<file path="src/rtl/pe_array_pkg.sv">
// Shared definitions for the PE-array sequencer: FSM encoding, precision
// mode constants and the result-latency derivation.
package pe_array_pkg;

    // Sequencer states, kept as plain 3-bit constants for legacy tools.
    localparam logic [2:0] ST_IDLE  = 3'd0;
    localparam logic [2:0] ST_LOADW = 3'd1;
    localparam logic [2:0] ST_WAITX = 3'd2;
    localparam logic [2:0] ST_RUN   = 3'd3;
    localparam logic [2:0] ST_DRAIN = 3'd4;
    localparam logic [2:0] ST_DONE  = 3'd5;

    // Array precision select driven on mode_out.
    localparam logic MODE_8  = 1'b0;
    localparam logic MODE_16 = 1'b1;

    // Cycles from row_en[0] to the bottom-row registered result: the skew
    // down the column plus the bottom PE's own pipeline.
    function automatic int out_lat(input int rows, input int pe_lat);
        return rows - 1 + pe_lat;
    endfunction

endpackage

</file>
<file path="src/rtl/pe_delay_line.sv">
// DEPTH-stage 1-bit shift register with async active-low clear and a
// synchronous flush, used for row-enable skew and result-latency tracking.
module pe_delay_line #(
    parameter int DEPTH = 1
) (
    input  logic clk,
    input  logic rst_n,
    input  logic clr_i,
    input  logic d_i,
    output logic q_o
);

    logic [DEPTH-1:0] taps_q;
    logic [DEPTH-1:0] taps_d;

    // Shift one stage per cycle, or flush the whole line on clr_i.
    always_comb begin
        // NOTE: assign a default first so every path drives taps_d and no latch is inferred.
        taps_d = taps_q;
        if (clr_i) begin
            taps_d = '0;
        end else begin
            taps_d    = taps_q << 1;
            taps_d[0] = d_i;
        end
    end

    // Register the shift state.
    always_ff @(posedge clk or negedge rst_n) begin
        // NOTE: non-blocking assignment so every stage samples the pre-edge value of its neighbour.
        if (!rst_n) taps_q <= '0;
        else        taps_q <= taps_d;
    end

    assign q_o = taps_q[DEPTH-1];

endmodule

</file>
<file path="src/rtl/pe_array_seq.sv">
// Sequencer for a weight-stationary PE column: loads per-row weights,
// bursts a fully resident set of input vectors with skewed row enables,
// tracks result latency and reports completion.
module pe_array_seq
    import pe_array_pkg::*;
#(
    parameter int ROWS   = 4,
    parameter int PE_LAT = 2,
    parameter int CNT_W  = 16
) (
    input  logic             clk,
    input  logic             _res,
    input  logic             start,
    input  logic             reload_w,
    input  logic             mode_in,
    input  logic [CNT_W-1:0] n_vec,
    input  logic             abort,
    input  logic             w_valid,
    output logic             w_ready,
    output logic [ROWS-1:0]  wrecv,
    input  logic [CNT_W:0]   x_count,
    output logic             x_rd,
    output logic [ROWS-1:0]  row_en,
    output logic             mode_out,
    output logic             res_valid,
    output logic             res_last,
    output logic             busy,
    output logic             done
);

    localparam int OUT_LAT = out_lat(ROWS, PE_LAT);
    localparam int PTR_W   = $clog2(ROWS);

    logic [2:0]       state_q,     state_d;
    logic [PTR_W-1:0] row_ptr_q,   row_ptr_d;
    logic [CNT_W-1:0] vec_total_q, vec_total_d;
    logic [CNT_W-1:0] vec_cnt_q,   vec_cnt_d;
    logic             mode_q,      mode_d;

    logic            run_en;
    logic            last_in;
    logic            w_hs;
    logic [ROWS-1:0] row_en_w;

    assign run_en  = (state_q == ST_RUN);
    assign last_in = run_en && (vec_cnt_q == vec_total_q - CNT_W'(1));
    assign w_hs    = (state_q == ST_LOADW) && w_valid;

    // Next-state and counter logic; abort overrides everything.
    always_comb begin
        state_d     = state_q;
        row_ptr_d   = row_ptr_q;
        vec_total_d = vec_total_q;
        vec_cnt_d   = vec_cnt_q;
        mode_d      = mode_q;
        if (abort) begin
            state_d = ST_IDLE;
        end else begin
            case (state_q)
                ST_IDLE: begin
                    if (start) begin
                        mode_d      = mode_in;
                        vec_total_d = n_vec;
                        row_ptr_d   = '0;
                        vec_cnt_d   = '0;
                        state_d     = reload_w ? ST_LOADW : ST_WAITX;
                    end
                end
                ST_LOADW: begin
                    if (w_hs) begin
                        if (row_ptr_q == PTR_W'(ROWS - 1)) begin
                            row_ptr_d = '0;
                            state_d   = ST_WAITX;
                        end else begin
                            row_ptr_d = row_ptr_q + PTR_W'(1);
                        end
                    end
                end
                ST_WAITX: begin
                    // The array cannot stall, so the whole burst must be queued first.
                    if (vec_total_q == '0) begin
                        state_d = ST_DONE;
                    end else if (x_count >= {1'b0, vec_total_q}) begin
                        vec_cnt_d = '0;
                        state_d   = ST_RUN;
                    end
                end
                ST_RUN: begin
                    if (last_in) begin
                        vec_cnt_d = '0;
                        state_d   = ST_DRAIN;
                    end else begin
                        vec_cnt_d = vec_cnt_q + CNT_W'(1);
                    end
                end
                ST_DRAIN: begin
                    if (res_last) state_d = ST_DONE;
                end
                ST_DONE: begin
                    state_d = ST_IDLE;
                end
                default: begin
                    state_d = ST_IDLE;
                end
            endcase
        end
    end

    // Sequencer state registers.
    always_ff @(posedge clk or negedge _res) begin
        if (!_res) begin
            state_q     <= ST_IDLE;
            row_ptr_q   <= '0;
            vec_total_q <= '0;
            vec_cnt_q   <= '0;
            mode_q      <= MODE_8;
        end else begin
            state_q     <= state_d;
            row_ptr_q   <= row_ptr_d;
            vec_total_q <= vec_total_d;
            vec_cnt_q   <= vec_cnt_d;
            mode_q      <= mode_d;
        end
    end

    // Row skew: each row's enable is the row above delayed one cycle.
    assign row_en_w[0] = run_en;
    for (genvar r = 1; r < ROWS; r++) begin : g_skew
        pe_delay_line #(.DEPTH(1)) u_skew (
            .clk   (clk),
            .rst_n (_res),
            .clr_i (abort),
            .d_i   (row_en_w[r-1]),
            .q_o   (row_en_w[r])
        );
    end

    // Bottom row's enable plus its PE pipeline gives the result strobe.
    pe_delay_line #(.DEPTH(PE_LAT)) u_valid (
        .clk   (clk),
        .rst_n (_res),
        .clr_i (abort),
        .d_i   (row_en_w[ROWS-1]),
        .q_o   (res_valid)
    );

    // Final-vector marker travels the full result latency alongside it.
    pe_delay_line #(.DEPTH(OUT_LAT)) u_last (
        .clk   (clk),
        .rst_n (_res),
        .clr_i (abort),
        .d_i   (last_in),
        .q_o   (res_last)
    );

    assign row_en   = row_en_w;
    assign w_ready  = (state_q == ST_LOADW);
    assign wrecv    = w_hs ? (ROWS'(1) << row_ptr_q) : '0;
    assign x_rd     = run_en;
    assign mode_out = mode_q;
    assign busy     = (state_q != ST_IDLE);
    assign done     = (state_q == ST_DONE);

endmodule

</file>
<file path="config.mk">
export PLATFORM = sky130hd
export DESIGN_NAME = pe_array_seq
export DESIGN_NICKNAME = d
export VERILOG_FILES = /design/src/rtl/pe_array_pkg.sv /design/src/rtl/pe_delay_line.sv /design/src/rtl/pe_array_seq.sv
export SDC_FILE = /design/constraint.sdc
export NUM_CORES = 1
export LEC_CHECK = 0
export ABC_AREA = 1
export CAP_MARGIN = 20
export CORE_UTILIZATION = 40
export DETAILED_ROUTE_END_ITERATION = 10
export SYNTH_ARGS = -nofsm -noshare
export SYNTH_HDL_FRONTEND = slang
export SYNTH_SLANG_ARGS = --single-unit
</file>
<file path="constraint.sdc">
create_clock -name clk -period 2.6 [get_ports clk]
set_input_delay 0.39 -clock clk [delete_from_list [all_inputs] [get_ports clk]]
set_output_delay 0.39 -clock clk [all_outputs]
set_load 0.01 [all_outputs]
</file>
-- After elaboration in Yosys (flattened, before gate mapping)
Index checks and enable logic that the tools add are counted.
- word-level logic and storage cells: 69
- output and inout bits: 15
- flip-flop bits (word level): 48
- muxes and demuxes: 25
- shifts and indexed selects: 1
- $add $sub $neg: 3
- reduce and logical (&&, ||, !) cells: 11
- bitwise gates (word level): 1
- order comparisons: 1
- eq/ne operators: 17
- operators by type and width (cell ; number):
    $mux W16 ; 4
    $pmux W16 S3 ; 1
    $mux W3 ; 8
    $ge A17 B16 Y1 ; 1
    $add A16 B1 Y16 const B ; 1
    $eq A16 B16 Y1 ; 1
    $logic_not A16 Y1 ; 1
    $sub A16 B1 Y16 const B ; 1
    $pmux W3 S5 ; 1
    $ne A3 B2 Y1 const B ; 4
    $mux W2 ; 5
    $eq A3 B2 Y1 const B ; 2
    $eq A3 B3 Y1 const B ; 2
    $ne A2 B2 Y1 const B ; 3
    $reduce_and A6 Y1 ; 1
    $reduce_bool A3 Y1 ; 2
    $mux W5 ; 1
    $reduce_and A5 Y1 ; 1
    $mux W4 ; 1
    $ne A4 B4 Y1 const B ; 1
    $pmux W2 S2 ; 1
    $reduce_and A4 Y1 ; 1
    $shl A1 B2 Y4 const A ; 1
    $eq A3 B1 Y1 const B ; 1
    10 further kinds ; 13

-- Depth between registers and ports, before layout
- depth in word-level cells: 6
- gate-level depth with buffers: 17

-- Cells and area by module
Synthesis repeated with hierarchy kept, for this count alone.
- cell total of the unflattened synthesis: 546
- area total of the unflattened synthesis: 3779.9 µm²
- modules (own cells, without submodules) (module ; seq. area each (µm²) ; area an instance (µm²) ; cells an instance ; times used):
    pe_array_seq ; 950.9 ; 3447.1 ; 516 ; 1
    pe_delay_line (u_last) ; 125.1 ; 162.7 ; 15 ; 1
    pe_delay_line (g_skew[1].u_skew ...) ; 25.0 ; 35.0 ; 3 ; 3
    pe_delay_line (u_valid) ; 50.0 ; 65.1 ; 6 ; 1

-- Worst setup path before layout
OpenSTA, ideal clock, no wires.
- kind: register to register
- start point: register vec_total_q[0]
- end point: register vec_cnt_q[13]
- stages on the path, launching flop included: 15
- required time: 2.482 ns
- arrival time: 1.824 ns
- period minus slack after synthesis: 1.943 ns
- path slack: 0.657 ns
- cell sequence: dfrtp_1 inv_1 ha_1 nand2_2 nor2_4 nand2_1 nand3b_1 nand2_1 nor2_2 nand2_2 nor2_4 nand3_4 buf_6 nand4_1 nand2_1
- cells in the longest elaborated chain, start to end: 5
- RTL lines (item ; line ; RTL):
    start, declared ; pe_array_seq.sv:36 ; logic [CNT_W-1:0] vec_total_q, vec_total_d;
    start signal, assigned ; pe_array_seq.sv:120 ; vec_total_q <= vec_total_d;
    $sub A16 B1 Y16 ; pe_array_seq.sv:46 ; assign last_in = run_en && (vec_cnt_q == vec_total_q - CNT_W'(1));
    $eq A16 B16 Y1 ; pe_array_seq.sv:46 ;
    $logic_and A1 B1 Y1 ; pe_array_seq.sv:46 ;
    $mux W16 ; pe_array_seq.sv:89 ; if (last_in) begin
    $pmux W16 S3 ; pe_array_seq.sv:59 ; case (state_q)
    end signal, assigned ; pe_array_seq.sv:121 ; vec_cnt_q <= vec_cnt_d;
    end, declared ; pe_array_seq.sv:37 ; logic [CNT_W-1:0] vec_cnt_q, vec_cnt_d;
Parallel ways exist; a longest one is shown, timed or not.
A chain may end at the register's enable or synchronous reset.

-- Final worst setup path
- start point: register vec_total_q[0]
- end point: register state_q[1]
- cells in the longest elaborated chain, start to end: 5
- RTL lines (item ; line ; RTL):
    $sub A16 B1 Y16 ; pe_array_seq.sv:46 ;
    $eq A16 B16 Y1 ; pe_array_seq.sv:46 ;
    $logic_and A1 B1 Y1 ; pe_array_seq.sv:46 ;
    $ne A3 B2 Y1 (no line) ; - ;
    $reduce_and A6 Y1 (no line) ; - ;
    end signal, assigned ; pe_array_seq.sv:118 ; state_q <= state_d;
    end, declared ; pe_array_seq.sv:34 ; logic [2:0] state_q, state_d;
Parallel ways exist; a longest one is shown, timed or not.

==> flow_summary_export.csv <==
group,metric,value,unit
clock_network,clock_path_buffers,2,
drt,vias,3694,
yosys,postSynthNetCount,634,
yosys,syn_avg_cell_area,6.680,sq um
global_routing,first_global_vias,3662,
layout,fin_cells,758,
global_routing,grt_max_degree,33,
hold_path,timing.hold.worst.class,"primary input to async pin",
timing,relSlewSlack,0.7458,
layout,multiInputGateArea,2241,sq um
yosys,synth_edf_count,0,
timing,finalMaxSlewViolations,0,
global_routing,antenna_found_initial,0,
timing,tightest_slew,0.3814,ns
floorplan,die_area,9948,sq um
yosys,synth.area.top_cells,"dfrtp_1 31%, nand2_1 17%, inv_1 7.8%",
timing,rsz0062_at_grt,"false",
clock_network,cts_tree,"yes",
yosys,synthFlopType,"dfrtp_1",
drt,drcViolationCount,0,
timing,finalHoldViolCount,0,
yosys,yosysTopAreaCell,"dfrtp_1",
critical_path,cp_data_required_time,2.81,ns
yosys,ys_seq_elements,48,
critical_path,critPathLaunchType,"flop",
critical_path,end_kind,"flop",
drt,vias_per_cell,4.873,
clock_network,clk_pin_slew,0.09,ns
timing,tns,0,ns
pwr,ir_drop,0.5721,mV
pwr,powerDensity,841.6,nW/um^2
timing,layout_worst_path_cycle_share,0.9033,
critical_path,cp-startpoint,"vec_total_q[0]$_DFFE_PN0P_",
timing,fin_crit,2.349,ns
drt,firstDrtPassIters,5,
critical_path,cp.arrival,2.55,ns
global_routing,grt-ovfl-total,0,
yosys,synthesis.area,3821,sq um
clock_network,cts_sinks,48,
pwr,power_leakage,0.002186,uW
placement,gp_congestion,0.8838,
floorplan,io_pins,55,
layout,nFillCells,945,
yosys,yosysTopAreaCellShare,0.3143,
clock_network,cts_inserted_buffers,5,
critical_path,critPathCapture,"state_q[1]$_DFFE_PN0P_",
placement,dpl_cell_area,4513,sq um
yosys,yosysSeqAreaShare,0.3143,
timing,whs,0.4111,ns
floorplan,core,9240,sq um
clock_network,cts.htree.levels,2,
global_routing,grt_pass1_wl,16.45,mm
critical_path,reg2reg_from,"vec_total_q[0]$_DFFE_PN0P_",
yosys,synthCells,572,
clock_network,post_cts_buffers,0,
layout,nets,690,
placement,dp_cells,749,
floorplan,chipWidth,99.74,um
timing,skew,0.004974,ns
global_routing,grt_util_all_layers,0.2053,
layout,drive_gt1_frac,0.08585,
critical_path,path_max_fanout,6,
status,status,"finished, final reports clean",
floorplan,start_util,0.4135,
drt,wl,9.430,mm
clock_network,root_buffer,"clkbuf_8",
floorplan,die_h,99.74,um
floorplan,row_count,35,
yosys,yosysWarnings,0,
critical_path,critical_path_class,"flop to flop",
critical_path,reg2reg_slack,0.25,ns
layout,regArea,1201,sq um
drt,antenna_left,0,
yosys,post-synth-top-count-cell,"nand2_1",
placement,port_buffers,54,
drt,wl_per_cell,12.44,um
placement,dp_hpwl,7.654,mm
yosys,synthTopCellsByCount,"170 x nand2_1, 79 x inv_1, 64 x nor2_1",
layout,stdcell_area,4684,sq um
critical_path,rr_endpoint,"state_q[1]$_DFFE_PN0P_",
drt,drt-initial-drc-count,113,
yosys,synthArstFlopShare,1.000,
clock_network,clk_latency,0.30,ns
timing,setup_viol,0,
flow_run,maxCapViolations,0,
layout,syn_to_final_growth,22.59,%
critical_path,rr_worst_depth,15,
layout,antenna-diode-count,0,
yosys,yosysUniqueCellTypes,37,
timing,max_freq,425.8,MHz
[power by group]
part	internal (uW)	total, uW	switching (uW)
logic	777	2070	1300
clock network	481	747	266
registers	913	1120	210
total	2170	3940	1770
[through the flow]
stage	setup WS (ns)	utilization	power, uW
final	0.2514	0.5070	3942
after floorplan	0.6574	-	2607
after global placement	0.1467	0.4884	3182
after CTS	0.1373	0.5067	3967
after detailed placement	0.08946	0.4884	3207
after global routing	0.01125	0.5070	4346
[sequential cells by signal, summed over array words and instances (netlist names)]
name,cells
vec_cnt_q,16
mode_out,1
u_last.taps_q,5
g_skew.u_skew.q_o,3
row_ptr_q,2
vec_total_q,16
u_valid.taps_q,2
state_q,3
[worst min-delay path by stage]
stage	start	endpoint	slack, ns	cells past startpoint
after floorplan	_res	g_skew[1].u_skew.q_o$_DFF_PN0_	0.09	0
after global placement	_res	row_ptr_q[0]$_DFFE_PN0P_	0.21	1
after detailed placement	_res	row_ptr_q[0]$_DFFE_PN0P_	0.21	1
after CTS	_res	row_ptr_q[0]$_DFFE_PN0P_	0.41	2
after global routing	_res	row_ptr_q[1]$_DFFE_PN0P_	0.41	2
final	_res	row_ptr_q[0]$_DFFE_PN0P_	0.41	2
[logic make-up after synthesis]
| kind of cell | after synthesis | synth area share |
|---|---|---|
| buffers and inverters | 96 | 0.1015 |
| DFF | 48 | 0.3143 |
| muxes | 1 | 0.002947 |
| and+or+nand+nor | 338 | 0.4021 |
| xor gates and xnor gates | 14 | 0.03209 |
| AOI/OAI and AO/OA | 53 | 0.07499 |
| adders and majority gates | 22 | 0.07204 |
[layout by cell type (no fill, tap or decap), types with 2 or more instances in the layout]
| master | instances |
|---|---|
| dfrtp_1 | 48 |
| nor3_1 | 6 |
| xnor2_1 | 4 |
| buf_4 | 6 |
| xor2_1 | 10 |
| o21ai_0 | 27 |
| ha_1 | 22 |
| nand3b_1 | 5 |
| clkdlybuf4s50_1 | 53 |
| a21oi_1 | 12 |
| o21ai_1 | 5 |
| nand2_2 | 5 |
| nand3_2 | 6 |
| nor2_1 | 63 |
| nand3_1 | 50 |
| nor2_4 | 5 |
| bufinv_16 | 3 |
| clkbuf_8 | 5 |
| inv_1 | 79 |
| nor3_2 | 2 |
| nand4_1 | 10 |
| nor2_2 | 11 |
| nand2_1 | 170 |
| inv_2 | 3 |
| a31oi_1 | 3 |
[layer usage]
metal	routed length, um	track usage	vias to the layer above
met5	0	0	-
met4	116	0.04299	0
met3	269	0.03092	12
met2	4725	0.3793	55
met1	4318	0.2509	1712
li1	-	-	1915
[layout make-up]
class,count,area share
Sequential cell,48,0.2564
Clock inverter,3,0.01923
Multi-Input combinational cell,428,0.4784
Tap cell,129,0.03446
Clock buffer,5,0.01469
Inverter,83,0.06651
Timing Repair Buffer,62,0.1303
[timing repair]
action                                  in CTS  in global routing
hold buffers                                 1                  0
resized for setup                            0                  1
endpoints found under the setup margin       0                  1
hold endpoints to repair                     3                  0
[critical path: stages, from the launching register on]
cell and delay (ns):
dfrtp_1 0.44, inv_1 0.14, ha_1 0.30, nand3_1 0.21, nor2_2 0.18, nand2_1 0.12
nand3_1 0.12, nand2_1 0.07, inv_1 0.06, nand2_1 0.05, nor2_1 0.15, nand2_1 0.10
nand2_1 0.13, nand2_1 0.08, nand2_1 0.06, nand2_1 0.05
Note: power is estimated with default switching activity, not from simulation.
